`config.mk`:
```
export PLATFORM = sky130hd
export DESIGN_NAME = edp_mdsq
export DESIGN_NICKNAME = d
export VERILOG_FILES = /design/src/rtl/edp_mdsq_pkg.sv /design/src/rtl/edp_mdsq_step_cnt.sv /design/src/rtl/edp_mdsq.sv
export SDC_FILE = /design/constraint.sdc
export NUM_CORES = 1
export LEC_CHECK = 0
export CAP_MARGIN = 40
export CORE_MARGIN = 2
export CORE_UTILIZATION = 31
export DETAILED_ROUTE_END_ITERATION = 6
export PLACE_DENSITY = 0.52
export SKIP_LAST_GASP = 1
export SLEW_MARGIN = 20
export SYNTH_ARGS = -nofsm -noshare
export SYNTH_HDL_FRONTEND = slang
export SYNTH_HIERARCHICAL = 1
export SYNTH_SLANG_ARGS = --single-unit
```
`constraint.sdc`:
```
create_clock -name clk -period 4.38 [get_ports clk]
set_input_delay 0.657 -clock clk [delete_from_list [all_inputs] [get_ports clk]]
set_output_delay 0.657 -clock clk [all_outputs]
set_load 0.01 [all_outputs]
```
`src/rtl/edp_mdsq_pkg.sv`:
```
// Shared types and encodings for the EDP multiply/divide step sequencer.
//   mdsq_state_t : sequencer FSM states
//   AD_* / ADB_* : AD function and ADB select codes driven to the EDP
//   MQ_*         : MQ USR4 shift modes
//   mdsq_ctl_t   : registered datapath control bundle
package edp_mdsq_pkg;

    localparam int unsigned AD_W  = 6;
    localparam int unsigned ADB_W = 2;
    localparam int unsigned MQ_W  = 2;

    typedef enum logic [2:0] {
        MDSQ_IDLE  = 3'd0,
        MDSQ_SETUP = 3'd1,
        MDSQ_STEP  = 3'd2,
        MDSQ_FIXUP = 3'd3,
        MDSQ_DONE  = 3'd4
    } mdsq_state_t;

    localparam logic [AD_W-1:0]  AD_A         = 6'o25;
    localparam logic [AD_W-1:0]  AD_A_PLUS_B  = 6'o06;
    localparam logic [AD_W-1:0]  AD_A_MINUS_B = 6'o31;

    localparam logic [ADB_W-1:0] ADB_BR       = 2'b10;

    localparam logic [MQ_W-1:0]  MQ_HOLD      = 2'b00;
    localparam logic [MQ_W-1:0]  MQ_SHL       = 2'b01;
    localparam logic [MQ_W-1:0]  MQ_SHR       = 2'b10;
    localparam logic [MQ_W-1:0]  MQ_LOAD      = 2'b11;

    typedef struct packed {
        logic [AD_W-1:0]  ad;
        logic [ADB_W-1:0] adb;
        logic             ar;
        logic             arx;
        logic [MQ_W-1:0]  mqm;
        logic [MQ_W-1:0]  mq;
        logic             busy;
        logic             done;
    } mdsq_ctl_t;

    localparam mdsq_ctl_t CTL_IDLE = '{
        ad:   AD_A,
        adb:  ADB_BR,
        ar:   1'b0,
        arx:  1'b0,
        mqm:  2'b00,
        mq:   MQ_HOLD,
        busy: 1'b0,
        done: 1'b0
    };

    // Non-restoring divide: subtract while the running quotient bit is 1, else add back.
    function automatic logic [AD_W-1:0] div_ad_fn(input logic qb);
        return qb ? AD_A_MINUS_B : AD_A_PLUS_B;
    endfunction

endpackage

```
`src/rtl/edp_mdsq_step_cnt.sv`:
```
// Loadable down-counter with a registered zero flag; stops at zero (no wrap).
//   clk, reset   : clock, async active-high reset (count = 0, zero = 1)
//   load_i       : load load_val_i (has priority over dec_i)
//   dec_i        : decrement by one unless already zero
//   zero_o       : count is zero
module edp_mdsq_step_cnt #(
    parameter int unsigned W = 6
) (
    input  logic         clk,
    input  logic         reset,
    input  logic         load_i,
    input  logic [W-1:0] load_val_i,
    input  logic         dec_i,
    output logic         zero_o
);

    logic [W-1:0] cnt_q, cnt_d;
    logic         zero_d;

    // Next count and its zero flag, so zero_o stays registered.
    always_comb begin
        cnt_d = cnt_q;
        if (load_i) begin
            cnt_d = load_val_i;
        end else if (dec_i && !zero_o) begin
            cnt_d = cnt_q - W'(1);
        end
        zero_d = (cnt_d == '0);
    end

    always_ff @(posedge clk or posedge reset) begin
        if (reset) begin
            cnt_q  <= '0;
            zero_o <= 1'b1;
        end else begin
            cnt_q  <= cnt_d;
            zero_o <= zero_d;
        end
    end

endmodule

```
`src/rtl/edp_mdsq.sv`:
```
// EDP multiply/divide step sequencer. Takes over AD/ADB/AR/ARX/MQ controls
// for a fixed run of shift-add multiply or non-restoring divide steps.
//   clk, reset          : EDP clock, async active-high reset
//   start, op_div       : begin operation (IDLE only); 0 = multiply, 1 = divide
//   mq_lsb, ad_sign     : MQ[34:35] and AD sign feedback from the EDP
//   cram_ad, cram_adb   : microcode fields passed through while not busy
//   ad_fn, adb_sel      : AD function / ADB select to the EDP
//   ar_load, arx_load   : AR / ARX load strobes
//   mqm_sel, mq_sel     : MQM mux select, MQ shift mode
//   busy, done, div_ovf : datapath owned, completion pulse, sticky overflow
// Optional: define EDP_MDSQ_BOOTH_EN for radix-2 Booth-recoded multiply.
module edp_mdsq
    import edp_mdsq_pkg::*;
#(
    parameter int unsigned STEPS = 36,
    parameter int unsigned CNTW  = 6
) (
    input  logic             clk,
    input  logic             reset,
    input  logic             start,
    input  logic             op_div,
    input  logic [1:0]       mq_lsb,
    input  logic             ad_sign,
    input  logic [AD_W-1:0]  cram_ad,
    input  logic [ADB_W-1:0] cram_adb,
    output logic [AD_W-1:0]  ad_fn,
    output logic [ADB_W-1:0] adb_sel,
    output logic             ar_load,
    output logic             arx_load,
    output logic [MQ_W-1:0]  mqm_sel,
    output logic [MQ_W-1:0]  mq_sel,
    output logic             busy,
    output logic             done,
    output logic             div_ovf
);

    mdsq_state_t     state_q, state_d;
    mdsq_ctl_t       ctl_q, ctl_d;
    logic            op_div_q, op_div_d;
    logic            qb_q, qb_d;
    logic            ovf_q, ovf_d;
    logic            cnt_load_c, cnt_dec_c, cnt_zero;
    logic [AD_W-1:0] mul_ad_c;
    logic            mq_lsb0_unused;

    // MQ34 is not needed for radix-2 recoding.
    assign mq_lsb0_unused = mq_lsb[0];

    edp_mdsq_step_cnt #(
        .W (CNTW)
    ) u_step_cnt (
        .clk        (clk),
        .reset      (reset),
        .load_i     (cnt_load_c),
        .load_val_i (CNTW'(STEPS - 1)),
        .dec_i      (cnt_dec_c),
        .zero_o     (cnt_zero)
    );

`ifdef EDP_MDSQ_BOOTH_EN
    logic prev_q;
    logic mul_issue_c;

    // Booth recode on {current LSB, previously consumed LSB}.
    always_comb begin
        mul_issue_c = !op_div_q &&
                      ((state_q == MDSQ_SETUP) || ((state_q == MDSQ_STEP) && !cnt_zero));
        case ({mq_lsb[1], prev_q})
            2'b10:   mul_ad_c = AD_A_MINUS_B;
            2'b01:   mul_ad_c = AD_A_PLUS_B;
            default: mul_ad_c = AD_A;
        endcase
    end

    // Held clear while idle so the first step sees prev = 0.
    always_ff @(posedge clk or posedge reset) begin
        if (reset) begin
            prev_q <= 1'b0;
        end else if (state_q == MDSQ_IDLE) begin
            prev_q <= 1'b0;
        end else if (mul_issue_c) begin
            prev_q <= mq_lsb[1];
        end
    end
`else
    // Plain add-if-LSB multiply.
    always_comb begin
        mul_ad_c = mq_lsb[1] ? AD_A_PLUS_B : AD_A;
    end
`endif

    // Next state plus the control word for the cycle being entered.
    always_comb begin
        state_d    = state_q;
        op_div_d   = op_div_q;
        qb_d       = qb_q;
        ovf_d      = ovf_q;
        ctl_d      = CTL_IDLE;
        cnt_load_c = 1'b0;
        cnt_dec_c  = 1'b0;
        case (state_q)
            MDSQ_IDLE: begin
                if (start) begin
                    op_div_d   = op_div;
                    ovf_d      = 1'b0;
                    cnt_load_c = 1'b1;
                    state_d    = MDSQ_SETUP;
                    ctl_d.busy = 1'b1;
                    if (op_div) begin
                        ctl_d.ad = AD_A_MINUS_B;   // trial subtract, no load
                    end else begin
                        ctl_d.ad = AD_A;
                        ctl_d.ar = 1'b1;
                    end
                end
            end
            MDSQ_SETUP: begin
                ctl_d.busy = 1'b1;
                if (op_div_q) begin
                    if (!ad_sign) begin
                        // Quotient will not fit: drain through FIXUP with no loads.
                        ovf_d   = 1'b1;
                        state_d = MDSQ_FIXUP;
                    end else begin
                        qb_d     = 1'b1;
                        state_d  = MDSQ_STEP;
                        ctl_d.ad = AD_A_MINUS_B;
                        ctl_d.ar = 1'b1;
                        ctl_d.mq = MQ_SHL;
                    end
                end else begin
                    state_d   = MDSQ_STEP;
                    ctl_d.ad  = mul_ad_c;
                    ctl_d.ar  = 1'b1;
                    ctl_d.arx = 1'b1;
                    ctl_d.mq  = MQ_SHR;
                end
            end
            MDSQ_STEP: begin
                ctl_d.busy = 1'b1;
                cnt_dec_c  = !cnt_zero;
                if (op_div_q) begin
                    qb_d = ~ad_sign;
                end
                if (cnt_zero) begin
                    state_d = MDSQ_FIXUP;
                    if (op_div_q && !qb_d) begin
                        ctl_d.ad = AD_A_PLUS_B;    // restore remainder
                        ctl_d.ar = 1'b1;
                    end
                end else if (op_div_q) begin
                    ctl_d.ad = div_ad_fn(qb_d);
                    ctl_d.ar = 1'b1;
                    ctl_d.mq = MQ_SHL;
                end else begin
                    ctl_d.ad  = mul_ad_c;
                    ctl_d.ar  = 1'b1;
                    ctl_d.arx = 1'b1;
                    ctl_d.mq  = MQ_SHR;
                end
            end
            MDSQ_FIXUP: begin
                state_d    = MDSQ_DONE;
                ctl_d.done = 1'b1;
            end
            MDSQ_DONE: begin
                state_d = MDSQ_IDLE;
            end
            default: begin
                state_d = MDSQ_IDLE;
            end
        endcase
    end

    always_ff @(posedge clk or posedge reset) begin
        if (reset) begin
            state_q  <= MDSQ_IDLE;
            ctl_q    <= CTL_IDLE;
            op_div_q <= 1'b0;
            qb_q     <= 1'b0;
            ovf_q    <= 1'b0;
        end else begin
            state_q  <= state_d;
            ctl_q    <= ctl_d;
            op_div_q <= op_div_d;
            qb_q     <= qb_d;
            ovf_q    <= ovf_d;
        end
    end

    // CRAM fields reach the EDP directly whenever the sequencer is not driving.
    assign ad_fn    = ctl_q.busy ? ctl_q.ad  : cram_ad;
    assign adb_sel  = ctl_q.busy ? ctl_q.adb : cram_adb;
    assign ar_load  = ctl_q.ar;
    assign arx_load = ctl_q.arx;
    assign mqm_sel  = ctl_q.mqm;
    assign mq_sel   = ctl_q.mq;
    assign busy     = ctl_q.busy;
    assign done     = ctl_q.done;
    assign div_ovf  = ovf_q;

endmodule

```
After elaboration in Yosys (flattened, before gate mapping):

Index checks and enable logic that the tools add are counted.

* input bits: 15
* register bits after elaboration: 25
* logic and storage cells: 83
* output and inout port bits: 17

* add/sub/neg operators: 1
* multiplexer cells: 48
* reduce and logical (&&, ||, !) cells: 13
* equal/unequal tests: 8
* bitwise gates (word level): 1

Operator list (number)
* 5-bit 2-to-1 mux: 5
* 6-bit 2-to-1 mux: 4
* 1-bit 2-to-1 mux: 21
* 6-bit one-hot mux with 3 select lines: 1
* 4-bit 2-to-1 mux: 3
* 3-bit one-hot mux with 4 select lines: 1
* 3-bit 2-to-1 mux: 3
* 2-bit 2-to-1 mux: 4
* 2-bit != test (second input constant): 4
* 1-bit one-hot mux with 2 select lines: 4
* 3-bit by 2-bit == test with 1-bit output (second input constant): 2
* 6-bit logical NOT: 1
* 6-bit by 1-bit subtractor with 6-bit output (second input constant): 1
* 2-bit one-hot mux with 2 select lines: 1
* 2-bit AND reduction: 2
* 4-bit AND reduction: 1
* 2-bit nonzero test: 2
* 3-bit by 1-bit == test with 1-bit output (second input constant): 1
* 3-bit logical NOT: 1
* 1-bit one-hot mux with 3 select lines: 1
* 3-bit AND reduction: 1
* 1-bit logical AND: 2
* 1-bit logical NOT: 2
* 2-bit by 1-bit != test with 1-bit output (second input constant): 1
* 2 further kinds: 2

Depth between registers and ports, before layout:

Gate-level depths: netlist of the first run.

* word-level depth: 8
* gate-level depth with buffers: 7
* depth with buffers taken out: 7

By module:

Netlist of the first run, hierarchy kept.

Modules (own cells, without submodules)
* edp_mdsq: cells an instance 72, area each 730.7 um2, instances 1, seq. area each 352.8 um2
* edp_mdsq_step_cnt: cells an instance 45, area each 432.9 um2, instances 1, seq. area each 176.4 um2

Worst setup path after synthesis of the first run:

Ideal clock, no wire load.

* path type: in2reg
* start: input port start
* end: register u_step_cnt.zero_o
* cell stages on the path: 4
* path buffers: 1
* library setup time: 0.090 ns
* arrival time: 1.785 ns
* data required time: 4.290 ns
* path slack: 2.505 ns
* cells stage by stage: nor4b_2 -> buf_2 -> o21ai_1 -> nor4_2

* longest elaborated chain between the ends: 4

Ends and longest elaborated chain
* start: declaration: RTL line edp_mdsq.sv:20 `input logic start,`
* 1-bit 2-to-1 mux: RTL line edp_mdsq.sv:103 `if (start) begin`
* 1-bit 2-to-1 mux: RTL line edp_mdsq.sv:101 `case (state_q)`
* 6-bit 2-to-1 mux: RTL line edp_mdsq_step_cnt.sv:23 `if (load_i) begin`
* named net u_step_cnt.cnt_d[5]: RTL line edp_mdsq_step_cnt.sv:17 `logic [W-1:0] cnt_q, cnt_d;`
* 6-bit logical NOT: RTL line edp_mdsq_step_cnt.sv:28 `zero_d = (cnt_d == '0);`
* named net u_step_cnt.zero_d: RTL line edp_mdsq_step_cnt.sv:18 `logic zero_d;`
* end signal: assignment: RTL line edp_mdsq_step_cnt.sv:37 `zero_o <= zero_d;`
* end: declaration: RTL line edp_mdsq_step_cnt.sv:14 `output logic zero_o`

The timed path passes the listed nets, and every way through them passes these cells.
A chain may end at the register's enable or synchronous reset.

Worst setup path after layout of the first run:

* start: input port cram_ad[0]
* end: output port ad_fn[0]

* longest elaborated chain between the ends: 1

Ends and longest elaborated chain
* start: declaration: RTL line edp_mdsq.sv:24 `input logic [AD_W-1:0] cram_ad,`
* 6-bit 2-to-1 mux: RTL line edp_mdsq.sv:192 `assign ad_fn = ctl_q.busy ? ctl_q.ad : cram_ad;`
* end: declaration: RTL line edp_mdsq.sv:26 `output logic [AD_W-1:0] ad_fn,`

Every way passes these cells.

==> metrics.csv, run 1 <==
stage,metric,value,unit
place,place_congestion,0.7564,
power_and_ir_drop,peakVddDrop,0.2183,mV
yosys,synth_edf_count,0,
yosys,synth.distinct_cells,46,
critical_path,cp_max_fo,1,
route,wl,2.290,mm
global_routing,use_met1,0.1407,
critical_path,endpoint_kind,primary output,
die,coreArea,3633,µm²
global_routing,gr-max-usage-layer,met2,
cts,numCtsBuffers,3,
critical_path,cp.required,3.72,ns
timing,fin_tns_setup,0,ns
route,num_vias,903,
layout,area_delta_synth_final,31.83,%
timing,finalCritPeriodShare,0.5706,
route,first_iter_violations,20,
global_routing,gr-usage-all-layers,0.1172,
critical_path,rr_worst_depth,7,
timing,rsz0062_at_grt,false,
layout,final_area,1534,µm²
cts,cts_root_buffer,clkbuf_8,
cts,clock_latency,0.25,ns
yosys,syn-instance-count,117,
min_path,hold_class,reg2reg,
yosys,ys.flop_type,dfrtp_1,
timing,finalClockSkew,0.005194,ns
global_routing,grt_pass1_vias,843,
cts,cts_setup_buffers,0,
layout,antenna_cells,0,
yosys,syn-cell-area,1164,µm²
cts,hold_buffers,0,
cts,clk_pin_slew_worst_paths,0.08,ns
place,postPlaceCellArea,1489,µm²
route,first_pass_iters,4,
timing,whs,0.5345,ns
global_routing,grt_max_degree,20,
global_routing,overflow,0,
die,die-area,4260,µm²
power_and_ir_drop,power,1.026,mW
timing,tightest_slew,0.5349,ns
timing,final_max_slew_viol_count,0,
yosys,yosysWarnings,6,
cts,h-tree-depth,1,
yosys,ys_seq_area_frac,0.4548,
yosys,synth_top_cells_by_area,"dfrtp_1, dfstp_2, nand2_1, o21ai_0, mux2_2",
yosys,ys_ff_latch,21,
yosys,yosys.area.top_type,dfrtp_1,
die,die_x,65.27,µm
place,io_buffer_count,28,
route,route.detailed.drc,0,
layout,drive_gt1_frac,0.1611,
route,detail-route-antenna-nets,0,
place,dpl.hpwl,1.704,mm
cts,ctsResizeCount,0,
cts,cts_tree,done,
timing,finalCriticalPeriod,2.499,ns
die,start_util,0.3202,
yosys,synthArstFlopShare,1.000,
outcome,status,completed,
critical_path,startpoint_type,primary input,
cts,clockBufferDepth,2,
critical_path,worst-setup-path-type,in2out,
power_and_ir_drop,powerDensity,668.7,nW/µm²
die,die_h,65.27,µm
timing,relSlewSlack,0.6430,
run,drv_cap,0,
global_routing,use_met3,0.02911,
min_path,min_path_cells,2,
yosys,yosysTopAreaCellShare,0.3871,
route,viasPerCell,4.584,
timing,clock.fmax,0.4001,GHz
timing,final-setup-viol-count,0,
die,pin_count,32,
layout,final_common_cell,clkdlybuf4s50_1,
global_routing,grt_util_met2,0.2079,
yosys,avgSynthCellArea,9.945,µm²
die,rows,22,
layout,layout_common_cells,"clkdlybuf4s50_1, dfrtp_1, nand2_1",
route,wl_per_cell,11.62,µm
global_routing,antenna_found_initial,0,
power_and_ir_drop,leakagePower,0.6438,nW
timing,hold_viol,0,
layout,fin_nets,166,
global_routing,grt_pass1_wl,3.919,mm
cts,clock-sinks,21,
critical_path,arrival,1.84,ns
[logic make-up (layout without fill, tap and decap cells)]
| kind of cell | after synthesis | in the layout | share of synthesized area |
|---|---|---|---|
| fa+ha+maj | 1 | 1 | 0.01075 |
| flops | 21 | 21 | 0.4548 |
| simple gates | 43 | 43 | 0.2312 |
| buf+inv | 17 | 41 | 0.07097 |
| xor+xnor | 5 | 5 | 0.04410 |
| mux | 4 | 4 | 0.03763 |
| other cells | 2 | 10 | 0.006454 |
| compound gates | 24 | 24 | 0.1441 |
[critical path, cell delays in order]
cell and delay [ns]:
clkdlybuf4s50_1 0.45, inv_1 0.03, o21ai_0 0.14, clkdlybuf4s50_1 0.56
[state kept, by name (all words and copies together), names as in the netlist]
| name | cells |
|---|---|
| u_step_cnt/cnt_q | 6 |
| ctl_q | 4 |
| state_q | 3 |
| ar_load | 1 |
| arx_load | 1 |
| busy | 1 |
| div_ovf | 1 |
| done | 1 |
| mq_sel | 1 |
| op_div_q | 1 |
| u_step_cnt/zero_o | 1 |
[metal layers]
metal / wire, µm / part of all wire
met5: 0 / 0
met2: 1158 / 0.51
met3: 140 / 0.061
met1: 984 / 0.43
met4: 6 / 0.0026
[final timing paths]
check,from,end,slack (ns)
max,cram_ad[0],ad_fn[0],1.88
min,div_ovf$_DFFE_PP0P_,div_ovf$_DFFE_PP0P_,0.53
max reg2reg,state_q[1]$_DFFE_PP0P_,u_step_cnt/zero_o$_DFF_PP1_,2.24
min reg2reg,div_ovf$_DFFE_PP0P_,div_ovf$_DFFE_PP0P_,0.53
max in group asynchronous,reset,ctl_q[12]$_DFF_PP1_,3.24
min in group asynchronous,reset,u_step_cnt/cnt_q[1]$_DFF_PP0_,0.66
[report_power, final]
part           total, mW  switching (mW)  internal [mW]
combinational      0.518           0.235          0.283
clock              0.125          0.0601         0.0647
sequential         0.383          0.0961          0.287
total               1.03           0.391          0.635
[layout make-up]
cell class	count	area, µm²
Fill cell	362	2100
Multi-Input combinational cell	87	581.8
Sequential cell	21	529.3
Timing Repair Buffer	29	287.8
Tap cell	48	60.06
Clock buffer	4	45.04
Inverter	8	30.03
[Yosys cell counts, types with 2 or more instances]
master,n
o21ai_2,2
nor2_1,6
buf_4,4
a21oi_1,3
or2_2,2
dfrtp_1,18
xnor2_1,2
nand3_1,3
xor2_1,2
mux2_2,3
clkbuf_1,2
o21ai_0,8
conb_1,2
nand2b_1,3
nor4_2,2
inv_1,8
nand2_1,11
dfstp_2,3
buf_2,3
nand3b_1,2
nor2b_1,3
[through the flow]
stage | utilization | worst slack, ns | instances
global placement | 0.4098 | 1.904 | 193
global route | 0.4222 | 1.795 | 197
floorplan | - | 2.505 | 125
CTS | 0.4222 | 1.858 | 197
detailed placement | 0.4098 | 1.855 | 193
finish | 0.4222 | 1.881 | 197
(Power assumes the default switching activity.)
==> run 2: changes to the inputs <==
==> constraint.sdc (replaced) <==
create_clock -name clk -period 2.4 [get_ports clk]
set_input_delay 0.36 -clock clk [delete_from_list [all_inputs] [get_ports clk]]
set_output_delay 0.36 -clock clk [all_outputs]
set_load 0.01 [all_outputs]
==> run 2 against run 1 <==
- clock-buffer cell count unchanged
- worst setup slack got worse by 1.5 ns
- core utilization increased by 0.62 points
- critical endpoint is now ad_fn[3]
- global-route usage increased by 0.77 points
- largest cell class unchanged
- largest power group unchanged
- critical path depth decreased by 2
- non-clock buffer count increased by 3
==> metrics.csv, run 2 (synthesis gave the netlist of run 1 again) <==
stage,metric,value,unit
global_routing,gr-usage-all-layers,0.1249,
critical_path,crit_slowest_cell,dfrtp_1,
layout,antenna_cells,0,
critical_path,max_stage_delay,0.52,ns
route,first_iter_violations,25,
timing,relSlewSlack,0.6298,
die,coreArea,3633,µm²
layout,fin_nets,169,
route,detail-route-antenna-nets,0,
power_and_ir_drop,peakVddDrop,0.5204,mV
die,start_util,0.3202,
cts,clockBufferDepth,2,
global_routing,grt_max_degree,15,
global_routing,antenna_found_initial,0,
timing,tightest_slew,0.5548,ns
layout,stdcell_count,200,
critical_path,path_cells,mux2_2 > clkdlybuf4s50_1,
layout,largest_reg_flops,6,
run,drv_cap,0,
critical_path,cp_top_family,flip-flops,
timing,finalCritPeriodShare,0.8226,
layout,reg_top3,"u_step_cnt/cnt_q: 6 flops, ctl_q: 4 flops, state_q: 3 flops",
layout,drive_gt1_frac,0.1776,
route,wl,2.399,mm
global_routing,use_met1,0.1571,
critical_path,worst-path-stages,2,
route,route.detailed.drc,0,
timing,final-setup-viol-count,0,
timing,hold_viol,0,
place,place_congestion,0.7529,
cts,clock_latency,0.25,ns
critical_path,arrival,1.61,ns
timing,fin_tns_setup,0,ns
global_routing,grt_util_met2,0.2194,
min_path,hold_class,in2async,
critical_path,rr_worst_depth,7,
timing,finalClockSkew,0.002603,ns
cts,ctsResizeCount,0,
die,die_h,65.27,µm
global_routing,gr-max-usage-layer,met2,
timing,clock.fmax,0.5065,GHz
power_and_ir_drop,leakagePower,0.6590,nW
timing,rsz0062_at_grt,false,
layout,area_delta_synth_final,33.76,%
critical_path,cp_max_fo,10,
outcome,status,completed,
critical_path,cp_num_buf_inv,1,
cts,cts_root_buffer,clkbuf_8,
cts,hold_buffers,0,
layout,final_common_cell,clkdlybuf4s50_1,
critical_path,endpoint_kind,primary output,
critical_path,startpoint_type,flip-flop,
place,io_buffer_count,28,
die,rows,22,
global_routing,grt_pass1_wl,4.174,mm
route,num_vias,938,
critical_path,worst-setup-path-type,reg2out,
die,die_x,65.27,µm
route,wl_per_cell,12.00,µm
global_routing,grt_pass1_vias,896,
timing,finalCriticalPeriod,1.974,ns
die,pin_count,32,
cts,clock-sinks,21,
global_routing,use_met3,0.02397,
cts,cts_tree,done,
cts,cts_setup_buffers,0,
power_and_ir_drop,powerDensity,1231,nW/µm²
route,first_pass_iters,4,
layout,layout_common_cells,"clkdlybuf4s50_1, dfrtp_1, nand2_1",
route,viasPerCell,4.690,
timing,final_max_slew_viol_count,0,
layout,top_register,u_step_cnt/cnt_q,
place,dp_cells,196,
die,die-area,4260,µm²
cts,numCtsBuffers,3,
global_routing,overflow,0,
cts,h-tree-depth,1,
cts,clk_pin_slew_worst_paths,0.08,ns
critical_path,cp.required,2.04,ns
place,dpl.hpwl,1.778,mm
run 2: final cells by class:
class	instances	area, µm²
fill	357	2077
multi-input combinational	87	581.8
sequential	21	529.3
timing repair buffer	32	310.3
tap	48	60.06
clock buffer	4	45.04
inverter	8	30.03
run 2: worst reg2reg max path, delay by kind of cell, from the launching register on:
kind | cells | cell delay [ns]
AOI/OAI and AO/OA | 1 | 0.08
xor gates and xnor gates | 1 | 0.17
and+or+nand+nor | 5 | 1.20
DFF | 1 | 0.39
run 2: worst paths after layout:
check                                            startpoint                            end  slack [ns]
worst max-delay path                         busy$_DFF_PP0_                       ad_fn[3]        0.43
worst min-delay path                                  reset  u_step_cnt/cnt_q[5]$_DFF_PP0_        0.36
worst max register to register  u_step_cnt/zero_o$_DFF_PP1_    u_step_cnt/zero_o$_DFF_PP1_        0.46
worst min register to register          div_ovf$_DFFE_PP0P_            div_ovf$_DFFE_PP0P_        0.53
max in group asynchronous                             reset            ctl_q[10]$_DFF_PP1_        1.55
min in group clk                        div_ovf$_DFFE_PP0P_            div_ovf$_DFFE_PP0P_        0.53
run 2: layer usage:
| metal | share of wire | vias to the layer above | wire length (µm) |
|---|---|---|---|
| li1 | - | 455 | - |
| met4 | 0.0058 | 0 | 14 |
| met3 | 0.061 | 2 | 146 |
| met1 | 0.43 | 447 | 1030 |
| met5 | 0 | - | 0 |
| met2 | 0.50 | 34 | 1207 |
run 2: metrics by stage:
| step | util | area [µm²] | worst slack, ns | power (mW) | hold slack (ns) |
|---|---|---|---|---|---|
| after floorplan | - | 1194 | 0.5802 | 1.326 | 0.1627 |
| after global placement | 0.4160 | 1511 | 0.3686 | 1.681 | 0.5022 |
| after detailed placement | 0.4160 | 1511 | 0.3264 | 1.701 | 0.5061 |
| after CTS | 0.4284 | 1556 | 0.4141 | 1.947 | 0.3665 |
| after global routing | 0.4284 | 1556 | 0.3075 | 2.096 | 0.3915 |
| final | 0.4284 | 1556 | 0.4257 | 1.916 | 0.3609 |
run 2: power breakdown:
part           switching, mW  total, mW  internal, mW
logic                  0.481       1.02         0.542
registers              0.138      0.663         0.525
clock network          0.111      0.229         0.118
==> run 3: changes to the inputs <==
--- a/config.mk
+++ b/config.mk
@@ -9,7 +9,7 @@
 export CORE_MARGIN = 2
 export CORE_UTILIZATION = 31
 export DETAILED_ROUTE_END_ITERATION = 6
-export PLACE_DENSITY = 0.52
+export PLACE_DENSITY = 0.54
 export SKIP_LAST_GASP = 1
 export SLEW_MARGIN = 20
 export SYNTH_ARGS = -nofsm -noshare
==> constraint.sdc (replaced) <==
create_clock -name clk -period 1.8 [get_ports clk]
set_input_delay 0.27 -clock clk [delete_from_list [all_inputs] [get_ports clk]]
set_output_delay 0.27 -clock clk [all_outputs]
set_load 0.01 [all_outputs]
==> run 3 against run 2 <==
- the run now ends with negative setup slack left
- die area unchanged
- final cell count up 5.5%
- worst setup slack got worse by 0.46 ns
- power up 44%
- register-to-register slack worse by 0.43 ns
==> metrics.csv, run 3 (synthesis gave the netlist of run 1 again) <==
stage,metric,value,unit
global_routing,gr-usage-all-layers,0.1324,
outcome,status,"complete, but fails checks",
place,place_ws,0.01012,ns
die,start_util,0.3202,
route,viasPerCell,4.545,
global_routing,overflow,0,
run,drv_cap,0,
layout,largest_reg_flops,6,
layout,fin_nets,180,
global_routing,grt_pass1_vias,927,
cts,numCtsBuffers,3,
critical_path,worst-setup-path-type,reg2out,
cts,cts_root_buffer,clkbuf_8,
layout,area_delta_synth_final,44.19,%
timing,clock.fmax,0.5455,GHz
layout,top_register,u_step_cnt/cnt_q,
timing,rsz0062_at_grt,true,
route,first_iter_violations,50,
layout,antenna_cells,0,
layout,drive_gt1_frac,0.2393,
die,die-area,4260,µm²
place,io_buffer_count,28,
die,die_h,65.27,µm
layout,reg_top3,"u_step_cnt/cnt_q: 6 flops, ctl_q: 4 flops, state_q: 3 flops",
cts,clock_latency,0.26,ns
cts,clk_pin_slew_worst_paths,0.08,ns
timing,finalClockSkew,0.002711,ns
cts,hold_buffers,0,
global_routing,grt_max_degree,15,
min_path,hold_class,in2async,
critical_path,reg2reg_from,state_q[0]$_DFFE_PP0P_,
critical_path,startpoint_type,flip-flop,
timing,fin_tns_setup,-0.1071,ns
global_routing,antenna_found_initial,0,
power_and_ir_drop,powerDensity,1646,nW/µm²
layout,final_common_cell,clkdlybuf4s50_1,
timing,relSlewSlack,0.6398,
place,place_congestion,0.8046,
route,num_vias,959,
critical_path,cp.required,1.53,ns
critical_path,cp_max_fo,4,
route,wl_per_cell,11.63,µm
route,detail-route-antenna-nets,0,
die,pin_count,32,
power_and_ir_drop,leakagePower,0.7532,nW
timing,finalCriticalPeriod,1.833,ns
critical_path,startpoint,busy$_DFF_PP0_,
cts,cts_tree,done,
timing,final-setup-viol-count,4,
place,dpl.hpwl,1.801,mm
die,coreArea,3633,µm²
critical_path,arrival,1.56,ns
cts,h-tree-depth,1,
route,first_pass_iters,4,
global_routing,grt_pass1_wl,4.443,mm
timing,finalCritPeriodShare,1.018,
timing,hold_viol,0,
power_and_ir_drop,peakVddDrop,0.6726,mV
critical_path,endpoint_kind,primary output,
timing,setup_ws,-0.03312,ns
timing,tightest_slew,0.5397,ns
layout,layout_common_cells,"clkdlybuf4s50_1, dfrtp_1, buf_4",
outcome,failed_checks,negative setup slack,
cts,clockBufferDepth,2,
route,route.detailed.drc,0,
die,rows,22,
die,die_x,65.27,µm
timing,final_max_slew_viol_count,0,
cts,clock-sinks,21,
route,wl,2.453,mm
==> run 3: through the flow <==
step                      total power, mW  std cells  instance area (µm²)  hold slack, ns    util
after floorplan                     1.789        125                 1205         0.07267       -
after global placement              2.330        202                 1568          0.4921  0.4315
after detailed placement            2.353        202                 1568          0.5022  0.4315
after CTS                           2.709        207                 1627          0.2758  0.4477
after global routing                3.033        211                 1678          0.2981  0.4618
final                               2.761        211                 1678          0.2669  0.4618
==> run 3: repair_timing <==
action,4_1_cts,5_1_grt
resized for setup,2,4
endpoints found under the setup margin,5,7
buffers inserted,1,4
==> run 3: worst max-delay path, stage by stage (launching register included) <==
cell and delay [ns]:
dfrtp_2 0.42, dlymetal6s2s_1 0.17, o21ai_0 0.16, clkdlybuf4s50_1 0.55
==> run 3: final cells by class <==
cell class	count	area [µm²]
Clock buffer	4	45.04
Fill cell	347	1956
Inverter	8	30.03
Multi-Input combinational cell	87	606.8
Sequential cell	21	530.5
Tap cell	48	60.06
Timing Repair Buffer	43	405.4
==> run 3: final timing paths <==
check                                                     end  slack [ns]  depth (start not counted)
worst max-delay path                                 ad_fn[4]       -0.03                          3
worst min-delay path            u_step_cnt/cnt_q[2]$_DFF_PP0_        0.27                          2
worst max register to register    u_step_cnt/zero_o$_DFF_PP1_        0.03                          7
worst min register to register            div_ovf$_DFFE_PP0P_        0.53                          2
max in group asynchronous                      busy$_DFF_PP0_        1.03                          2
min in group clk                          div_ovf$_DFFE_PP0P_        0.53                          2
==> run 3: power breakdown <==
group	switching, mW	internal [mW]	total, mW
clock network	0.156	0.158	0.314
registers	0.159	0.701	0.861
logic	0.726	0.861	1.59
total	1.04	1.72	2.76
==> run 3: metal layers <==
| layer | share of wire | GRT usage | up-vias |
|---|---|---|---|
| met5 | 0 | 0 | - |
| met2 | 0.50 | 0.2360 | 28 |
| li1 | - | - | 479 |
| met3 | 0.071 | 0.03082 | 4 |
| met1 | 0.41 | 0.1577 | 448 |
| met4 | 0.011 | 0.03906 | 0 |
